**config.mk**
```make
export PLATFORM = sky130hd
export DESIGN_NAME = neuron_mac_accum
export DESIGN_NICKNAME = d
export VERILOG_FILES = /design/src/rtl/neuron_mac_accum.sv
export SDC_FILE = /design/constraint.sdc
export NUM_CORES = 1
export LEC_CHECK = 0
export ABC_AREA = 0
export CELL_PAD_IN_SITES_DETAIL_PLACEMENT = 0
export CELL_PAD_IN_SITES_GLOBAL_PLACEMENT = 1
export CORE_ASPECT_RATIO = 0.9
export CORE_MARGIN = 3
export CORE_UTILIZATION = 48
export CTS_CLUSTER_DIAMETER = 120
export DETAILED_ROUTE_END_ITERATION = 12
export PLACE_DENSITY = 0.82
export SLEW_MARGIN = 20
export SYNTH_ARGS = -nofsm -noshare
export SYNTH_HDL_FRONTEND = slang
export SYNTH_SLANG_ARGS = --single-unit
```
**constraint.sdc**
```tcl
create_clock -name clk -period 4 [get_ports clk]
set_input_delay 0.8 -clock clk [delete_from_list [all_inputs] [get_ports clk]]
set_output_delay 0.8 -clock clk [all_outputs]
set_load 0.01 [all_outputs]
```
**src/rtl/neuron_mac_accum.sv**
```systemverilog
// Neuron front end: pipelined multiply-accumulate of one input vector plus bias,
// saturated to 2*dataWidth and presented with a one-cycle valid pulse.
module neuron_mac_accum #(
  parameter int unsigned dataWidth = 16,
  parameter int unsigned numWeight = 784,
  localparam int unsigned cntWidth = $clog2(numWeight) + 1
) (
  input  logic                     clk,
  input  logic                     rst_n,
  input  logic                     in_valid,
  output logic                     in_ready,
  input  logic [dataWidth-1:0]     in_data,
  input  logic [dataWidth-1:0]     in_weight,
  input  logic [2*dataWidth-1:0]   bias,
  output logic [2*dataWidth-1:0]   sum_out,
  output logic                     sum_valid
);

  localparam int unsigned SW = 2 * dataWidth;

  typedef enum logic [1:0] {
    ACC  = 2'd0,
    WAIT = 2'd1,
    BIAS = 2'd2
  } state_t;

  state_t                state_q, state_d;
  logic [cntWidth-1:0]   cnt;
  logic [SW-1:0]         acc;
  logic [SW-1:0]         mul_r;
  logic                  mul_v;
  logic                  mul_last;
  logic                  accept;
  logic                  last_pos;
  logic [SW-1:0]         data_ext;
  logic [SW-1:0]         weight_ext;
  logic [SW-1:0]         product;

  // Two's complement add that clamps instead of wrapping; not sticky.
  function automatic logic [SW-1:0] sat_add(input logic [SW-1:0] a, input logic [SW-1:0] b);
    logic [SW-1:0] s;
    s = a + b;
    if ((a[SW-1] == b[SW-1]) && (s[SW-1] != a[SW-1]))
      s = a[SW-1] ? {1'b1, {(SW-1){1'b0}}} : {1'b0, {(SW-1){1'b1}}};
    return s;
  endfunction

  assign in_ready   = (state_q == ACC);
  assign accept     = in_valid & in_ready;
  assign last_pos   = (cnt == cntWidth'(numWeight - 1));

  // Sign-extend first so the low SW bits of the unsigned product are the signed product.
  assign data_ext   = {{dataWidth{in_data[dataWidth-1]}}, in_data};
  assign weight_ext = {{dataWidth{in_weight[dataWidth-1]}}, in_weight};
  assign product    = data_ext * weight_ext;

  always_comb begin
    state_d = state_q;
    unique case (state_q)
      ACC:     if (accept && last_pos) state_d = WAIT;
      WAIT:    if (mul_last) state_d = BIAS;
      BIAS:    state_d = ACC;
      default: state_d = ACC;
    endcase
  end

  always_ff @(posedge clk or negedge rst_n) begin
    if (!rst_n) state_q <= ACC;
    else        state_q <= state_d;
  end

  // Stage 1: multiply and track position within the vector.
  always_ff @(posedge clk or negedge rst_n) begin
    if (!rst_n) begin
      cnt      <= '0;
      mul_r    <= '0;
      mul_v    <= 1'b0;
      mul_last <= 1'b0;
    end else begin
      mul_v <= accept;
      if (accept) begin
        mul_r    <= product;
        mul_last <= last_pos;
        cnt      <= last_pos ? '0 : cnt + cntWidth'(1);
      end
    end
  end

  // Stage 2: accumulate; the bias cycle publishes the result and clears the sum.
  always_ff @(posedge clk or negedge rst_n) begin
    if (!rst_n) begin
      acc       <= '0;
      sum_out   <= '0;
      sum_valid <= 1'b0;
    end else begin
      sum_valid <= 1'b0;
      if (state_q == BIAS) begin
        sum_out   <= sat_add(acc, bias);
        sum_valid <= 1'b1;
        acc       <= '0;
      end else if (mul_v) begin
        acc <= sat_add(acc, mul_r);
      end
    end
  end

endmodule
```
==> results.md, run 1 <==
- Layout cell share with drive strength beyond 1: 20.5%
- Synth async-reset ratio: between 90% and 100%
- # nets final: 2693
- Crit path time final: 5950 ps
- Syn Inst Count: 1938
- Die footprint: 0.0384 sq mm
- Synthesized area: approximately 0.017 sq mm
- Area Overhead vs Synth: 24.5%
- Final setup fails: 26
- Mux contribution to synthesized area: 0.361%
- Startpoint class of the critical path: input pin
- GR Util All Layers: 23.4%
- Sequential fraction of the synthesis area: 16.2%
- GP Congestion: 0.884
- Ports: 101
- Rel. slew slack: between 30% and 40%
- FP Rows: 65
- Post-synthesis xor/xnor area fraction: 4.45%
- Worst-Margin Slew: about 910 ps
- YS warnings: 0
- Most frequent cells after synthesis: inv_1 (312), nand2_1 (274), fa_1 (264)
- CP required: 4230 ps
- Die H: 186 microns
- Complex-gate fraction of the synthesized area: 14.1%
- DR pass1 iterations: 5
- DRT iter0 DRCs: 795
- Die Width: 206 microns
- Largest family of logic cells by synthesized area: adder cells
- Cell accounting for the most synthesized area: fa_1
- Overflow after GRT: 0
- Post-synth cell types: 67
- Most common cell in the netlist: inv_1
- Post-Syn Nets: 2414
- Vias in the first global route: about 14000
- Clock Latency Late Sink: 360 ps
- DRC: 0
- Clock slew seen by the registers of the worst setup and hold paths: 80 ps
- Via Count: 14136
- Setup crit end kind: flip-flop
- Root buffer cell: clkbuf_16
- Fmax: 168 MHz
- DRT Wirelength: about 44000 microns
- Num CTS Buffers: 9
- Yosys reg bits: approximately 110
- Crit-path max FO: 3
- Cts-stage hold buffer count: 0
- Failing checks: setup timing
- CP Class: in2reg
- Via/cell ratio: approximately 5.3
- Antenna viol nets, final: 0
- Hold/Removal Path Class: reg2reg
- Clock Tree Buf Depth: 2
- Initial antenna violation count: 1
- First-pass GRT wire length: a little over 70000 microns
- Initial Util: between 40% and 50%
- Post-Synth Simple-Gate Area: 15.6%
- Worst slack at placement: -2810 ps
- RSZ-0062 raised after global routing: yes
- Final Hold Fails: 0
- Max-cap viol count: 0
- Area share of the leading cell type in the synthesized netlist: 30.5%
- Syn Area/Cell: 8.93 sq um
- Port Buf Inserts: 100
- Largest net degree at the start of global routing: 80
- Clock Skews: 9.26 ps
- Crit share post-route: 149%
- Primary FF master, synth: dfrtp_1
- TritonCTS clock tree: built
- Number of synthesized flops with an enable pin: 0
- Post-Synth Adder-Cell Area: 41.0%
- CP arrival: about 6000 ps
- Worst Slack Setup Final: -1950 ps
- Run status: complete, but fails checks
- ANT cells: 0
- Final HPWL DP: 36200 microns
- Avg WL per Cell: 16.3 microns
- Core area: 0.0353 sq mm
- Slew Limit Fails: 0
- Clock sinks: 112
- Number of H-tree branching levels: 3
- Top cells by area, synth: fa_1 (31%), dfrtp_1 (16%), ha_1 (10%)
[worst max-delay path, stage by stage]
cell     delay, ps
buf_6          100
buf_12         110
buf_8          120
nand2_4         60
inv_2           40
fa_1           470
inv_1           50
fa_1           480
inv_1           60
fa_1           520
inv_1           50
fa_1           530
fa_1           430
fa_1           500
inv_2           50
ha_4           230
and3_4         180
a221o_1        330
a21oi_2        200
buf_4          160
o21ai_4         60
buf_4          130
a21o_1         160
a21oi_2        130
xor2_1         160
o21ai_0         80
[path summary, 6_finish.rpt]
path	slack, ps	endpoint	from	cells after the start
max reg2reg	310	acc[19]	acc[6]	11
min reg2reg	470	state_q[0]	mul_last	1
min in group asynchronous	490	sum_out[0]	rst_n	1
min	470	state_q[0]	mul_last	1
max in group asynchronous	2760	mul_r[16]	rst_n	2
max	-1950	mul_r[20]	in_data[15]	26
[routing by layer]
| metal | part of all wire (%) | GRT usage, % | routed length [microns] |
|---|---|---|---|
| met5 | 0.030 | 0 | 13 |
| met4 | 0.90 | 2.69 | 396 |
| met3 | 5.0 | 3.57 | 2210 |
| met2 | 48 | 38.3 | 21200 |
| met1 | 46 | 34.5 | 20100 |
[sequential cells by signal, summed over array words and instances (netlist names)]
| register | flops |
|---|---|
| mul_last | 1 |
| mul_v | 1 |
| acc | 32 |
| sum_out | 32 |
| mul_r | 32 |
| state_q | 2 |
| cnt | 11 |
| sum_valid | 1 |
[layout by cell type, fill, tap and decap left out, types with 15 or more instances in the layout]
master and count:
a21oi_1 99, buf_6 45, nor3_1 15, clkdlybuf4s50_1 68
xnor2_1 46, inv_2 30, buf_4 182, a22o_1 28
fa_2 17, o21ai_0 56, nor2_1 65, nand2_1 262
dfrtp_1 112, o21ai_1 37, and2_1 104, a21o_1 28
and2_4 24, fa_1 247, ha_1 126, xor2_1 32
nand2b_1 19, nand3_1 15, inv_1 282
[layout make-up]
cell class / count / area [sq um]
tap: 469 / 587
clock inverter: 7 / 78.8
sequential: 112 / 2800
multi-input combinational: 1448 / 13800
fill: 3067 / 13700
inverter: 315 / 1180
clock buffer: 9 / 225
timing repair buffer: 331 / 2920
[through the flow]
step / std cells / utilization (%) / instance area [sq um] / setup TNS [ps] / hold slack, ps
after floorplan: 1938 / - / 17700 / -35390 / 436
after global placement: 2640 / 57.8 / 20400 / -60020 / 441
after detailed placement: 2640 / 57.8 / 20400 / -61930 / 457
after CTS: 2680 / 60.2 / 21200 / -40150 / 473
after global routing: 2691 / 61.1 / 21600 / -44590 / 493
final: 2691 / 61.1 / 21600 / -39300 / 469
[repair_timing]
item | 4_1_cts | 5_1_grt
setup endpoints to repair | 27 | 27
gates cloned | 1 | 1
pin swaps | 103 | 79
setup buffers | 24 | 12
gates resized for setup | 206 | 101
[cells by family after synthesis]
kind of cell	after synthesis
compound gates	376
xor+xnor	88
fa+ha+maj	409
buf+inv	378
flops	112
mux	6
simple gates	569
Power of run 1 is left out: the tool's default activity adds up to more than one toggle a clock period on the data nets, which glitch-free logic cannot reach.
==> run 2, diff against run 1 <==
--- a/config.mk
+++ b/config.mk
@@ -14,6 +14,7 @@
 export CTS_CLUSTER_DIAMETER = 120
 export DETAILED_ROUTE_END_ITERATION = 12
 export PLACE_DENSITY = 0.82
+export RECOVER_POWER = 50
 export SLEW_MARGIN = 20
 export SYNTH_ARGS = -nofsm -noshare
 export SYNTH_HDL_FRONTEND = slang
==> run 2 against run 1 <==
  * The run ends with capacitance limit, slew limit, setup timing left
  * Via count fell by 0.25%
  * Utilization barely moved
  * Final area barely moved
  * Die area did not move
  * Routed wire length fell by 0.26%
  * Global-route usage did not move
  * Worst setup slack improved by 7.3 ps
  * Final cell count did not move
  * Clock skew fell by 0.66 ps
  * Critical path type unchanged
==> results.md, run 2 (synthesis results as in run 1) <==
- Run status: complete, but fails checks
- Failing checks: capacitance limit, slew limit, setup timing
- Initial Util: 49.0%
- Cts-stage hold buffer count: 0
- DRC: 0
- Clock Latency Late Sink: ~360 ps
- Post-DP Area: 0.0204 sq mm
- Most frequent cells in the layout: inv_1 (282), nand2_1 (262), fa_1 (247), buf_4 (180), ha_1 (126)
- Antenna viol nets, final: 0
- CP required: 4230 ps
- Setup crit end kind: flip-flop
- Via/cell ratio: 5.24
- Die H: 186 microns
- Largest regs: acc: 32 flops, mul_r: 32 flops, sum_out: 32 flops
- Final HPWL DP: 36200 microns
- Worst Slack Setup Final: -1950 ps
- Layout Utilization: 61.0%
- ANT cells: 0
- Die footprint: ~0.038 sq mm
- Max-cap viol count: 1
- Hold/Removal Path Class: reg2reg
- Num CTS Buffers: 9
- Die Width: around 210 microns
- Overflow after GRT: 0
- CP Class: in2reg
- Port Buf Inserts: 100
- Crit share post-route: 149%
- DRT Wirelength: 43900 microns
- Final setup fails: 26
- Core area: 0.0353 sq mm
- Slew Limit Fails: 80
- Via Count: 14101
- # nets final: 2693
- Initial antenna violation count: 1
- Rel. slew slack: -35.0%
- Worst path max stage delay: 530 ps
- Avg WL per Cell: between 15 and 20 microns
- Vias in the first global route: roughly 14000
- DR pass1 iterations: 5
- FP Rows: 65
- First-pass GRT wire length: 72300 microns
- Clock slew seen by the registers of the worst setup and hold paths: ~80 ps
- RSZ-0062 raised after global routing: yes
- DRT iter0 DRCs: 774
- Most common cell after layout, fill and taps aside: inv_1
- Number of H-tree branching levels: 3
- Root buffer cell: clkbuf_16
- Setup_tns: -39230 ps
- GP Congestion: 0.884
- Area Overhead vs Synth: 24.4%
- Crit path time final: 5950 ps
- Finished Cell Area: 0.0215 sq mm
- Ports: roughly 100
- Fmax: about 170 MHz
- Max stage delay cell, worst path: fa_1
- CP most frequent cell: fa_1
- Final Hold Fails: 0
- Clock sinks: about 110
- Layout cell share with drive strength beyond 1: between 20% and 30%
- Hold Slack: ~470 ps
- TritonCTS clock tree: built
- Clock Tree Buf Depth: 2
- Clock Skews: 8.60 ps
- GR Util All Layers: 23.4%
- Startpoint class of the critical path: input pin
- Largest net degree at the start of global routing: 80
- Crit-path max FO: 3
- Worst-Margin Slew: 2020 ps
- CP arrival: around 6000 ps
## run 2: cell count changes in the layout (fill, tap and decap cells not counted), sizes merged
cell / previous run / this run
clkbuf: 16 / 19
dlygate4sd3: 0 / 2
buf: 253 / 250
clkdlybuf4s50: 68 / 66
## run 2: area by class of cell
cell class,instances,area (sq um)
Clock buffer,9,225
Sequential cell,112,2800
Tap cell,469,587
Clock inverter,7,78.8
Timing Repair Buffer,331,2910
Multi-Input combinational cell,1448,13800
Fill cell,3071,13800
Inverter,315,1180
## run 2: metal layers
layer  part of all wire (%)  vias up  GRT usage, %
li1                       -     6797             -
met1                     46     7040          34.5
met2                     48      223          38.3
met3                    4.7       39          3.57
met4                   0.90        2          2.69
met5                  0.030        -             0
## run 2: timing repair
action / in CTS / in global routing
gates resized for setup: 206 / 101
setup buffers: 24 / 12
endpoints found under the hold margin: 0 / 0
setup endpoints to repair: 27 / 27
cloned: 1 / 1
pin swaps: 103 / 79
## run 2: through the flow
stage,setup slack (ps),instances
final,-1950,2691
after CTS,-2030,2680
after detailed placement,-2810,2640
after global routing,-2230,2691
after global placement,-2710,2640
after floorplan,-1940,1938
## run 2: final timing paths
check | startpoint | to | slack [ps] | cells after the start
max | in_data[15] | mul_r[20] | -1950 | 26
max in group asynchronous | rst_n | mul_r[16] | 1250 | 2
min in group asynchronous | rst_n | sum_out[0] | 1020 | 1
min | mul_last | state_q[0] | 470 | 1
max reg2reg | acc[6] | acc[19] | 320 | 11
min reg2reg | mul_last | state_q[0] | 470 | 1
## run 2: worst max-delay path: cells and delay by family
family,cells,cell delay [ps]
AO/OA/AOI/OAI,6,940
buffers and inverters,10,870
XOR/XNOR,1,150
adder cells (fa/ha/maj),7,3160
AND/OR/NAND/NOR,2,240
Power of run 2 is left out for the same reason.
==> run 3, diff against run 2 <==
--- a/config.mk
+++ b/config.mk
@@ -10,10 +10,10 @@
 export CELL_PAD_IN_SITES_GLOBAL_PLACEMENT = 1
 export CORE_ASPECT_RATIO = 0.9
 export CORE_MARGIN = 3
-export CORE_UTILIZATION = 48
+export CORE_UTILIZATION = 42
 export CTS_CLUSTER_DIAMETER = 120
 export DETAILED_ROUTE_END_ITERATION = 12
-export PLACE_DENSITY = 0.82
+export PLACE_DENSITY = 0.73
 export RECOVER_POWER = 50
 export SLEW_MARGIN = 20
 export SYNTH_ARGS = -nofsm -noshare
==> run 3 against run 2 <==
  * Clock-buffer cell count up 1
  * Worst setup slack worse by 47 ps
  * Die area rose by 14%
  * Sequential cell count unchanged
  * The flow still finishes with violations (capacitance limit, slew limit, setup timing)
  * Routed wire length grew 2.6%
  * Maximum frequency decreased by 0.79%
  * Sequential share of layout area hardly changed
  * Register-to-register slack got worse by 630 ps
  * Final cell count up 2.3%
  * Utilization fell by 7.1 points
  * First-iteration DRC count shrank 3.2%
  * Highest routed layer is now met4
  * Via count shrank 0.29%
==> results.md, run 3 (synthesis results as in run 1) <==
- Worst R2R Path Depth: 6
- Reg2Reg Setup Slack: -310 ps
- Clock Skews: around 12 ps
- CP Class: in2reg
- Most common cell after layout, fill and taps aside: inv_1
- ANT cells: 0
- GR Util All Layers: between 20% and 30%
- Clock slew seen by the registers of the worst setup and hold paths: 70 ps
- Crit path time final: 5990 ps
- Worst-Margin Slew: 2910 ps
- Worst Slack Setup Final: -1990 ps
- CP arrival: between 6000 and 7000 ps
- Worst path max stage delay: 520 ps
- Run status: complete, but fails checks
- GP Congestion: a little under 0.9
- DRC: 0
- CP most frequent cell: fa_1
- Avg WL per Cell: 16.4 microns
- DRT Wirelength: approximately 45000 microns
- Fmax: 167 MHz
- Worst Hold Launch: mul_last
- Largest regs: acc: 32 flops, mul_r: 32 flops, sum_out: 32 flops
- Overflow after GRT: 0
- Antenna viol nets, final: 0
- CP required: 4230 ps
- Via/cell ratio: 5.11
- Initial Util: 43.2%
- Placed cell count: 2699
- Hold/Removal Path Class: reg2reg
- FP Rows: 69
- Final Hold Fails: 0
- Root buffer cell: clkbuf_16
- Number of H-tree branching levels: 3
- Vias in the first global route: 14274
- Clock Tree Buf Depth: 2
- Die Width: 220 microns
- Layout cell share with drive strength beyond 1: 19.5%
- DRT iter0 DRCs: between 700 and 800
- Clock sinks: 112
- Final HPWL DP: 37200 microns
- Max-cap viol count: 2
- Die H: between 150 and 200 microns
- # nets final: 2692
- Most frequent cells in the layout: inv_1 (288), nand2_1 (264), fa_1 (251), buf_4 (190), ha_1 (129)
- Core area: 0.0401 sq mm
- Die footprint: 0.0437 sq mm
- TritonCTS clock tree: built
- Largest net degree at the start of global routing: 63
- Cts-stage hold buffer count: 0
- Port Buf Inserts: 100
- Startpoint class of the critical path: input pin
- RSZ-0062 raised after global routing: yes
- Initial antenna violation count: 0
- Slew Limit Fails: 110
- Origin of the critical flop-to-flop path: state_q[0]
- Max stage delay cell, worst path: fa_1
- WP buf/inv: 8
- Crit-path max FO: 5
- Via Count: between 10000 and 15000
- Rel. slew slack: -94.0%
- Hold Path Sink: state_q[0]
- Ports: 101
- Non-filler cells, final: 2753
- Num CTS Buffers: 9
- Area Overhead vs Synth: 24.7%
- Setup crit end kind: flip-flop
- Crit share post-route: 150%
- First-pass GRT wire length: about 74000 microns
- R2r endpoint: acc[19]
- Final setup fails: 54
- Crit-path leading delay family: adder cells
- Clock Latency Late Sink: 370 ps
- Failing checks: capacitance limit, slew limit, setup timing
- DR pass1 iterations: 4
- Worst Hold Depth: 1
run 3: changes by cell type in the layout (fill, tap and decap cells not counted), sizes merged:
| cell | previous run | this run |
|---|---|---|
| buf | 250 | 254 |
| bufbuf | 0 | 1 |
| clkbuf | 19 | 15 |
| clkdlybuf4s50 | 66 | 67 |
| clkinv | 5 | 4 |
| dlygate4sd3 | 2 | 1 |
| dlygate4sd2 | 1 | 0 |
run 3: through the flow:
| step | worst slack (ps) | utilization (%) | hold slack [ps] | instance area, sq um | TNS, ps |
|---|---|---|---|---|---|
| finish | -1990 | 53.9 | 482 | 21600 | -44540 |
| global route | -2210 | 53.9 | 499 | 21600 | -83370 |
| CTS | -2100 | 53.1 | 488 | 21300 | -41750 |
| detailed placement | -2800 | 51.2 | 471 | 20500 | -62860 |
| global placement | -2720 | 51.2 | 452 | 20500 | -61250 |
| floorplan | -1940 | - | 436 | 17700 | -35390 |
run 3: cell type report:
cell class	instances	area (sq um)
Inverter	315	1180
Sequential cell	112	2800
Clock buffer	10	229
Timing Repair Buffer	330	2900
Fill cell	3722	18500
Clock inverter	6	67.6
Multi-Input combinational cell	1448	13800
Tap cell	532	666
run 3: worst reg2reg max path, stage by stage (launching register included):
cell and delay [ps]:
dfrtp_1 360, nand2b_2 120, clkbuf_1 1580, clkinv_1 1000, a211oi_4 550, nor2b_1 440
a221o_1 190
run 3: timing repair:
action	CTS	global route
gates cloned	2	1
pin swaps	82	77
setup endpoints to repair	27	27
setup buffers	25	19
resized for setup	201	83
run 3: worst max-delay path by stage:
stage | start | endpoint | slack (ps) | cells after the start
finish | in_weight[5] | mul_r[30] | -1990 | 25
floorplan | in_data[15] | mul_r[30] | -1940 | 21
CTS | in_data[15] | mul_r[30] | -2100 | 25
global route | in_weight[5] | mul_r[30] | -2210 | 25
global placement | in_weight[4] | mul_r[30] | -2720 | 22
detailed placement | in_data[8] | mul_r[30] | -2800 | 20
run 3: metal layers:
layer / up-vias / part of all wire (%) / routed length, microns / track usage (%)
met1: 7044 / 48 / 21600 / 31.3
li1: 6801 / - / - / -
met4: 0 / 1.2 / 538 / 2.89
met5: - / 0 / 0 / 0
met3: 37 / 3.1 / 1390 / 2.38
met2: 178 / 48 / 21500 / 34.4
Power of run 3 is left out for the same reason.
